File: src/rtl/output_port_arbiter.sv
// Per-output-port scheduler: picks one of four input FIFOs by 2-bit priority,
// with round-robin among equals, and lets the winner pop up to MAX_BURST words.
module output_port_arbiter #(
   parameter int MAX_BURST = 4
) (
   input  logic       clk,
   input  logic       reset,
   input  logic       prio_wr,
   input  logic [7:0] prio_val,
   input  logic [3:0] req,
   input  logic       out_ready,
   output logic [3:0] grant,
   output logic [3:0] rd_en,
   output logic       busy
);

   localparam int CW = (MAX_BURST > 1) ? $clog2(MAX_BURST) : 1;
   localparam logic [CW-1:0] LAST_CNT = CW'(MAX_BURST - 1);

   typedef enum logic {
      IDLE  = 1'b0,
      GRANT = 1'b1
   } state_t;

   state_t          state;
   state_t          state_nx;
   logic [7:0]      prio_q;
   logic [1:0]      last_q;
   logic [1:0]      last_nx;
   logic [CW-1:0]   burst_cnt;
   logic [CW-1:0]   cnt_nx;
   logic [3:0]      grant_nx;

   logic [1:0]      max_prio;
   logic [3:0]      cand;
   logic [1:0]      scan_idx;
   logic [1:0]      win_idx;
   logic            win_vld;
   logic            owner_req;
   logic            pop;

   // Highest priority level present among active requesters.
   always_comb begin
      max_prio = '0;
      for (int unsigned i = 0; i < 4; i++) begin
         if (req[i] && (prio_q[2*i +: 2] > max_prio)) begin
            max_prio = prio_q[2*i +: 2];
         end
      end
   end

   always_comb begin
      cand = '0;
      for (int unsigned i = 0; i < 4; i++) begin
         cand[i] = req[i] && (prio_q[2*i +: 2] == max_prio);
      end
   end

   // Scan candidates starting just after the last winner, wrapping mod 4.
   always_comb begin
      win_idx  = '0;
      win_vld  = 1'b0;
      scan_idx = '0;
      for (int unsigned k = 1; k <= 4; k++) begin
         scan_idx = last_q + 2'(k);
         if (!win_vld && cand[scan_idx]) begin
            win_idx = scan_idx;
            win_vld = 1'b1;
         end
      end
   end

   assign rd_en     = grant & req & {4{out_ready}};
   assign pop       = |rd_en;
   assign owner_req = |(grant & req);
   assign busy      = (state == GRANT);

   always_comb begin
      state_nx = state;
      grant_nx = grant;
      last_nx  = last_q;
      cnt_nx   = burst_cnt;
      case (state)
         IDLE: begin
            if (win_vld) begin
               state_nx = GRANT;
               grant_nx = 4'b0001 << win_idx;
               last_nx  = win_idx;
               cnt_nx   = '0;
            end
         end
         GRANT: begin
            // A dropped request releases without popping, even with out_ready high.
            if (!owner_req || (pop && (burst_cnt == LAST_CNT))) begin
               state_nx = IDLE;
               grant_nx = '0;
               cnt_nx   = '0;
            end else if (pop) begin
               cnt_nx = burst_cnt + 1'b1;
            end
         end
         default: begin
            state_nx = IDLE;
            grant_nx = '0;
            cnt_nx   = '0;
         end
      endcase
   end

   always_ff @(posedge clk or posedge reset) begin
      if (reset) begin
         state     <= IDLE;
         grant     <= '0;
         last_q    <= 2'd3;
         burst_cnt <= '0;
         prio_q    <= '0;
      end else begin
         state     <= state_nx;
         grant     <= grant_nx;
         last_q    <= last_nx;
         burst_cnt <= cnt_nx;
         if (prio_wr) begin
            prio_q <= prio_val;
         end
      end
   end

`ifndef SYNTHESIS
   a_grant_onehot : assert property (@(posedge clk) disable iff (reset) $onehot0(grant));
   a_busy_grant   : assert property (@(posedge clk) disable iff (reset) busy == (grant != 4'b0000));
   a_cnt_bound    : assert property (@(posedge clk) disable iff (reset) burst_cnt <= LAST_CNT);
`endif

endmodule

File: config.mk
export PLATFORM = sky130hd
export DESIGN_NAME = output_port_arbiter
export DESIGN_NICKNAME = d
export VERILOG_FILES = /design/src/rtl/output_port_arbiter.sv
export SDC_FILE = /design/constraint.sdc
export NUM_CORES = 1
export LEC_CHECK = 0
export BUFFER_PORTS_ARGS = -buffer_cell sky130_fd_sc_hd__buf_2
export CAP_MARGIN = 20
export CORE_MARGIN = 5
export CORE_UTILIZATION = 55
export CTS_BUF_LIST = sky130_fd_sc_hd__clkbuf_8
export CTS_CLUSTER_SIZE = 14
export DETAILED_ROUTE_END_ITERATION = 16
export GPL_ROUTABILITY_DRIVEN = 0
export PLACE_DENSITY = 0.8
export SYNTH_ARGS = -nofsm -noshare
export SYNTH_HDL_FRONTEND = slang
export SYNTH_SLANG_ARGS = --single-unit
File: constraint.sdc
create_clock -name clk -period 6.8 [get_ports clk]
set_clock_uncertainty 0.15 [all_clocks]
set_input_delay 1.36 -clock clk [delete_from_list [all_inputs] [get_ports clk]]
set_output_delay 1.36 -clock clk [all_outputs]
set_load 0.05 [all_outputs]
[Word level (Yosys, flattened, before mapping)]
Index checks and enable logic that the tools add are counted.
Storage, ports and cells
  register bits after elaboration: 17
  bits of input ports: 16
  output and inout port bits: 9
  word-level logic and storage cells: 81
Operators by class
  add/subtract/negate cells: 4
  order comparisons: 8
  equality and inequality tests: 8
  shift operators: 1
  mux-type cells: 30
  bitwise gates (word level): 3
  reductions and logical operators: 22
Operators by type and width (count)
  2-bit 2-to-1 mux: 11
  1-bit logical AND: 12
  2-bit by 3-bit less-than comparator with 1-bit output, second input constant: 4
  1-bit 2-to-1 mux: 10
  4-bit bitwise AND: 2
  1-bit binary-select mux with 2-bit select: 4
  2-bit equality test: 4
  4-bit 2-to-1 mux: 2
  4-bit case mux with 2 select lines: 1
  4-bit OR reduction: 2
  2-bit greater-than comparator: 3
  2-bit AND reduction: 3
  2-bit by 1-bit adder with 2-bit output, second input constant: 2
  2-bit adder, second input constant: 2
  1-bit logical NOT: 4
  2-bit case mux with 2 select lines: 1
  1-bit by 2-bit << shifter with 4-bit output, first input constant: 1
  3-bit by 1-bit != test with 1-bit output, second input constant: 1
  2-bit equality test, second input constant: 1
  2-bit by 1-bit greater-than comparator with 1-bit output, second input constant: 1
  2-bit by 1-bit != test with 1-bit output, second input constant: 1
  2-bit != test, second input constant: 1
  1-bit case mux with 2 select lines: 1
  1-bit logical OR: 1
  1-bit inverter: 1

[Depth between registers and ports, before layout]
  depth in word-level cells: 29
  gate-level depth with buffers: 21

[Worst setup path before layout]
No wires, ideal clock.
  path type: input to register
  from: input req[0]
  to: register last_q[0]
  setup time: 0.085 ns
  arrival: 5.472 ns
  setup slack: 1.093 ns
  stages: 21
  buffers on the path: 0
  cell sequence: and2_1 -> inv_1 -> ha_1 -> and2_1 -> a211o_1 -> a21o_1 -> ha_1 -> a21boi_0 -> o21a_1 -> a211oi_1 -> o21bai_1 -> ha_1 -> nor2b_1 -> o211ai_2 -> o21ai_1 -> o21ai_1 -> xnor2_1 -> and3_4 -> a31oi_1 -> a31o_1 -> mux2_1
On the way
  cells in the longest elaborated chain, start to end: 26
RTL lines
  start, declared: RTL line 10  | input logic [3:0] req,
  1-bit logical AND: RTL line 46  | if (req[i] && (prio_q[2*i +: 2] > max_prio)) begin
  2-bit 2-to-1 mux: RTL line 46
  2-bit greater-than comparator: RTL line 46
  1-bit logical AND: RTL line 46
  2-bit 2-to-1 mux: RTL line 46
  2-bit greater-than comparator: RTL line 46
  1-bit logical AND: RTL line 46
  2-bit 2-to-1 mux: RTL line 46
  (+10 left out)
  1-bit 2-to-1 mux: RTL line 66  | if (!win_vld && cand[scan_idx]) begin
  1-bit logical NOT: RTL line 66
  1-bit logical AND: RTL line 66
  1-bit 2-to-1 mux: RTL line 66
  1-bit logical NOT: RTL line 66
  1-bit logical AND: RTL line 66
  1-bit 2-to-1 mux: RTL line 66
  2-bit AND reduction (no source line)
  end signal, assigned: RTL line 120  | last_q <= last_nx;
  end, declared: RTL line 28  | logic [1:0] last_q;
Parallel ways exist; a longest one is shown, timed or not. The select of a mux whose other input is x is not followed.
A chain may end at the register's enable or synchronous reset.

[Worst setup path after layout]
Same ends and word-level chain as after synthesis.

==> summary.md <==
The sequential fraction of the synthesis area is 33.6%. The path depth of the worst reg2reg path came out at 21. The post-synthesis sequential element count works out to 17.

The TritonCTS buffer count was 3. After clock tree synthesis, the setup repair step added 0 buffers. After layout, the worst path uses 91.3% of the clock period. The number of cells on the worst hold path was 1; the placed wire-length estimate was 2370 um. The signal on the critical path passes through buf_2 > and2_1 > inv_1 > ha_1 > and2_1 > a211o_1 > a21oi_2 > ha_1 > nor2b_1 > o21a_1 > a211oi_1 > o21bai_1 > ha_1 > nor2b_1 > o211ai_2 > o21ai_0 > o22ai_2 > xnor2_1 > and3_4 > a31oi_1 > a31o_1 > mux2_1.

The run gives 2210 um2 as the core box area. The logs give 181 for the total number of nets in the final design and 57.5% for the initial core utilization. For the number of pins with negative max-slew slack in the final report, the log shows 0.

For this run, the detailed router's first-pass iteration total came to 4. The type of the most critical hold path was reg -> reg. In the routed design, unresolved DRC markers number 0.

The die covers 3380 um2. In this run, placement finished with an instance count of 181. The maximum resistive drop on vdd is 0.000307 V, and the vertical extent of the die is 58.1 um.

The logs give 0.365 ns for the worst hold slack after final layout and 2970 um for the wire length after detailed routing. Entering global routing, the biggest net connects 18 pins. TritonCTS built the clock tree.

Post-CTS repair changed the size of 0 cells. By area the synthesized netlist is led by sky130_fd_sc_hd__dfrtp_1 29%, sky130_fd_sc_hd__ha_1 6.9%, sky130_fd_sc_hd__mux2_2 4.4%. After global routing the overflow that remains totals 0.

The final count of hold timing violations came out at 0. The post-route netlist has 27.4% of its cells at a drive strength greater than 1. The critical path runs through a total of 22 cells.

STA puts the critical path data required time at 6.83 ns. The mean cell area of the mapped netlist is 9.79 um2. For the number of warnings reported in the yosys synthesis log, the log shows 0. Among all cell types in the netlist, the one instantiated most often is sky130_fd_sc_hd__dfrtp_1. Counting every instance in the synthesized netlist gives 130. For this run, the total global-route usage over all layers was measured as 18.6%.

The finished layout holds 185 standard cells, fillers aside. Across all register-to-register paths, the minimum setup slack is 1.43 ns. The clock network is responsible for 14.7% of the overall power. The share of async-settable or async-resettable flops after synthesis came out at 100%.

The power per unit of standard cell area is 344 nW/um2, and the largest fanout on the critical path is 7. Buffers inserted to repair hold after CTS numbered 0. The worst setup path is captured at a flip-flop.

Port buffering added 24 buffers. The final period demand of the worst path is 6.21 ns, and the number of synthesized flops with an enable pin is 0. The total number of placement rows is 17. Of the total power, the share spent switching nets is 45.4%. The flow ran to the end, and the final reports show no timing, DRC or antenna violations. Cells fill 66.4% of the core in the end. In the synthesized netlist the dominant register cell turns out to be sky130_fd_sc_hd__dfrtp_1.

The kind of cell with the highest combined delay along the critical path is compound AO/OA/AOI/OAI gates. In the final routed layout, each cell accounts on average for 16.0 um. Of the total power, combinational logic draws 54.6%. The run gives 1270 um2 as the area of the mapped netlist. Fill cells in the final layout number 193.

Setup repair after global routing left no endpoint under its margin. Counting along the longest clock path gives a buffer depth of 2. The footprint of the flip-flops and latches was 428 um2; the clock sink count was 17. Measured along the x axis, the die boundary spans 58.1 um. The number of max-cap violations was 0; the vias after detailed routing was 1142. STA puts the critical path data arrival time at 6.23 ns. On the worst path, the slowest cell contributes a delay of 0.38 ns. The worst setup path is of the in -> reg kind. The run gives 0.25 ns as the clock latency reported for the late side of the worst-skew pair. Cell at the root of the clock tree: sky130_fd_sc_hd__clkbuf_8. In this run the count of I/O pins placed on the die edge is 25. In the final layout, the multi-input gates occupy 803 um2.

Cell type of the slowest stage on the worst timing path: sky130_fd_sc_hd__a31oi_1. The average via count per standard cell came out at 6.17. The cell repeated most along the worst path was sky130_fd_sc_hd__ha_1.

The number of distinct library cells after synthesis is 47. Summed over all failing endpoints, the final setup total negative slack is 0 ns. At the pin with the least slew margin, the transition time is 0.619 ns. The repair_antennas step left the layout with diodes totalling 0. Once detail routing completed, the nets flagged for antenna violations numbered 0. The layout-stage area growth over the synthesis result works out to 15.4%.

The cell taking the most area after synthesis was sky130_fd_sc_hd__dfrtp_1. The first global-routing pass estimated 4970 um of wire. Number of antenna violations at the first check in global routing: 0. The post-synth net total came out at 153. Number of DRC violations after detailed-routing iteration 0: 38.

Summed over its instances, the top area cell type makes up 29.5% of the synthesized netlist area. The number of global-route vias before repair was 1138. For the maximum level of the CTS H-tree, the log shows 1. Static timing analysis puts the maximum clock frequency at 0.161 GHz. Internal power component: 276 uW. The run gives 0 as the final count of negative-setup-slack endpoints. The number of buffers and inverters on the critical path is 2. Element type at the critical path start: a primary input.

Clock-pin slew was measured on the worst setup and hold paths at 0.06 ns. Headroom to the max-slew limit came out at 58.7%. For this design the total switching power over the nets is 229 uW. In this run the static leakage power is 0.000754 uW. In the synthesized netlist, the cells that appear most often are 15 x sky130_fd_sc_hd__dfrtp_1, 11 x sky130_fd_sc_hd__nand2_1, 10 x sky130_fd_sc_hd__inv_1, 8 x sky130_fd_sc_hd__nor2_1, 7 x sky130_fd_sc_hd__ha_1. The tools report the sequential fraction of design power as 30.8%.
-- layout by cell type, fill, tap and decap left out, types with 2 or more instances in the layout --
master / instances
sky130_fd_sc_hd__o211a_1: 3
sky130_fd_sc_hd__buf_2: 24
sky130_fd_sc_hd__and3_1: 4
sky130_fd_sc_hd__o221ai_1: 2
sky130_fd_sc_hd__o2bb2ai_1: 2
sky130_fd_sc_hd__clkbuf_8: 3
sky130_fd_sc_hd__a211oi_1: 2
sky130_fd_sc_hd__nand2_1: 11
sky130_fd_sc_hd__nor2b_1: 2
sky130_fd_sc_hd__a22oi_1: 2
sky130_fd_sc_hd__and2_1: 5
sky130_fd_sc_hd__xor2_1: 2
sky130_fd_sc_hd__ha_1: 7
sky130_fd_sc_hd__mux2i_1: 2
sky130_fd_sc_hd__nor2_1: 8
sky130_fd_sc_hd__a41o_1: 3
sky130_fd_sc_hd__dfrtp_1: 15
sky130_fd_sc_hd__xnor2_1: 6
sky130_fd_sc_hd__a211o_1: 2
sky130_fd_sc_hd__o21ai_1: 2
sky130_fd_sc_hd__dfstp_2: 2
sky130_fd_sc_hd__a22o_1: 2
sky130_fd_sc_hd__a21o_1: 3
sky130_fd_sc_hd__mux2_2: 5
sky130_fd_sc_hd__o21ai_0: 5
sky130_fd_sc_hd__inv_1: 11
-- final timing paths --
kind / startpoint / endpoint
hold / removal: burst_cnt[0]$_DFFE_PP0P_ / burst_cnt[0]$_DFFE_PP0P_
hold reg to reg: burst_cnt[0]$_DFFE_PP0P_ / burst_cnt[0]$_DFFE_PP0P_
max in group asynchronous: reset / burst_cnt[1]$_DFFE_PP0P_
setup reg to reg: prio_q[1]$_DFFE_PP0P_ / last_q[0]$_DFFE_PP1P_
min in group asynchronous: reset / prio_q[1]$_DFFE_PP0P_
setup / recovery: req[0] / last_q[0]$_DFFE_PP1P_
-- layout make-up --
type	instances	area share, %
Multi-Input combinational cell	102	54.7
Sequential cell	17	29.1
Timing Repair Buffer	24	8.18
Clock buffer	3	2.81
Inverter	10	2.56
Tap cell	28	2.39
Clock inverter	1	0.256
-- stage by stage --
step / total power, uW / instance area [um2] / setup slack, ns
floorplan: 367 / 1270 / 1.09
global placement: 417 / 1420 / 0.567
detailed placement: 430 / 1420 / 0.419
CTS: 504 / 1470 / 0.664
global route: 539 / 1470 / 0.281
finish: 505 / 1470 / 0.594
-- state kept, by name (all words and copies together), names as in the netlist --
| register | flops |
|---|---|
| burst_cnt | 2 |
| busy | 1 |
| last_q | 2 |
| grant | 4 |
| prio_q | 8 |
-- power groups by stage --
stage,Clock [uW],Combinational [uW],Sequential (uW)
after global placement,0,263,155
after global routing,80.0,299,160
after CTS,74.5,275,155
final,74.1,276,155
after floorplan,0,185,183
after detailed placement,0,273,156
-- kinds of logic after synthesis --
| family | Yosys count | synth area share, % |
|---|---|---|
| fa+ha+maj | 7 | 6.88 |
| mux | 8 | 6.88 |
| xor+xnor | 8 | 5.51 |
| buf+inv | 11 | 3.24 |
| simple gates | 34 | 13.7 |
| flops | 17 | 33.6 |
| compound gates | 45 | 30.2 |
-- metal layers --
| metal | vias to the layer above | track usage, % | part of all wire [%] |
|---|---|---|---|
| met5 | - | 0 | 0 |
| met4 | 0 | 5.63 | 0.98 |
| met3 | 4 | 3.12 | 4.5 |
| met2 | 41 | 31.1 | 50 |
| met1 | 552 | 24.7 | 45 |
| li1 | 545 | - | - |
No activity file was read; power rests on OpenSTA's default activity.
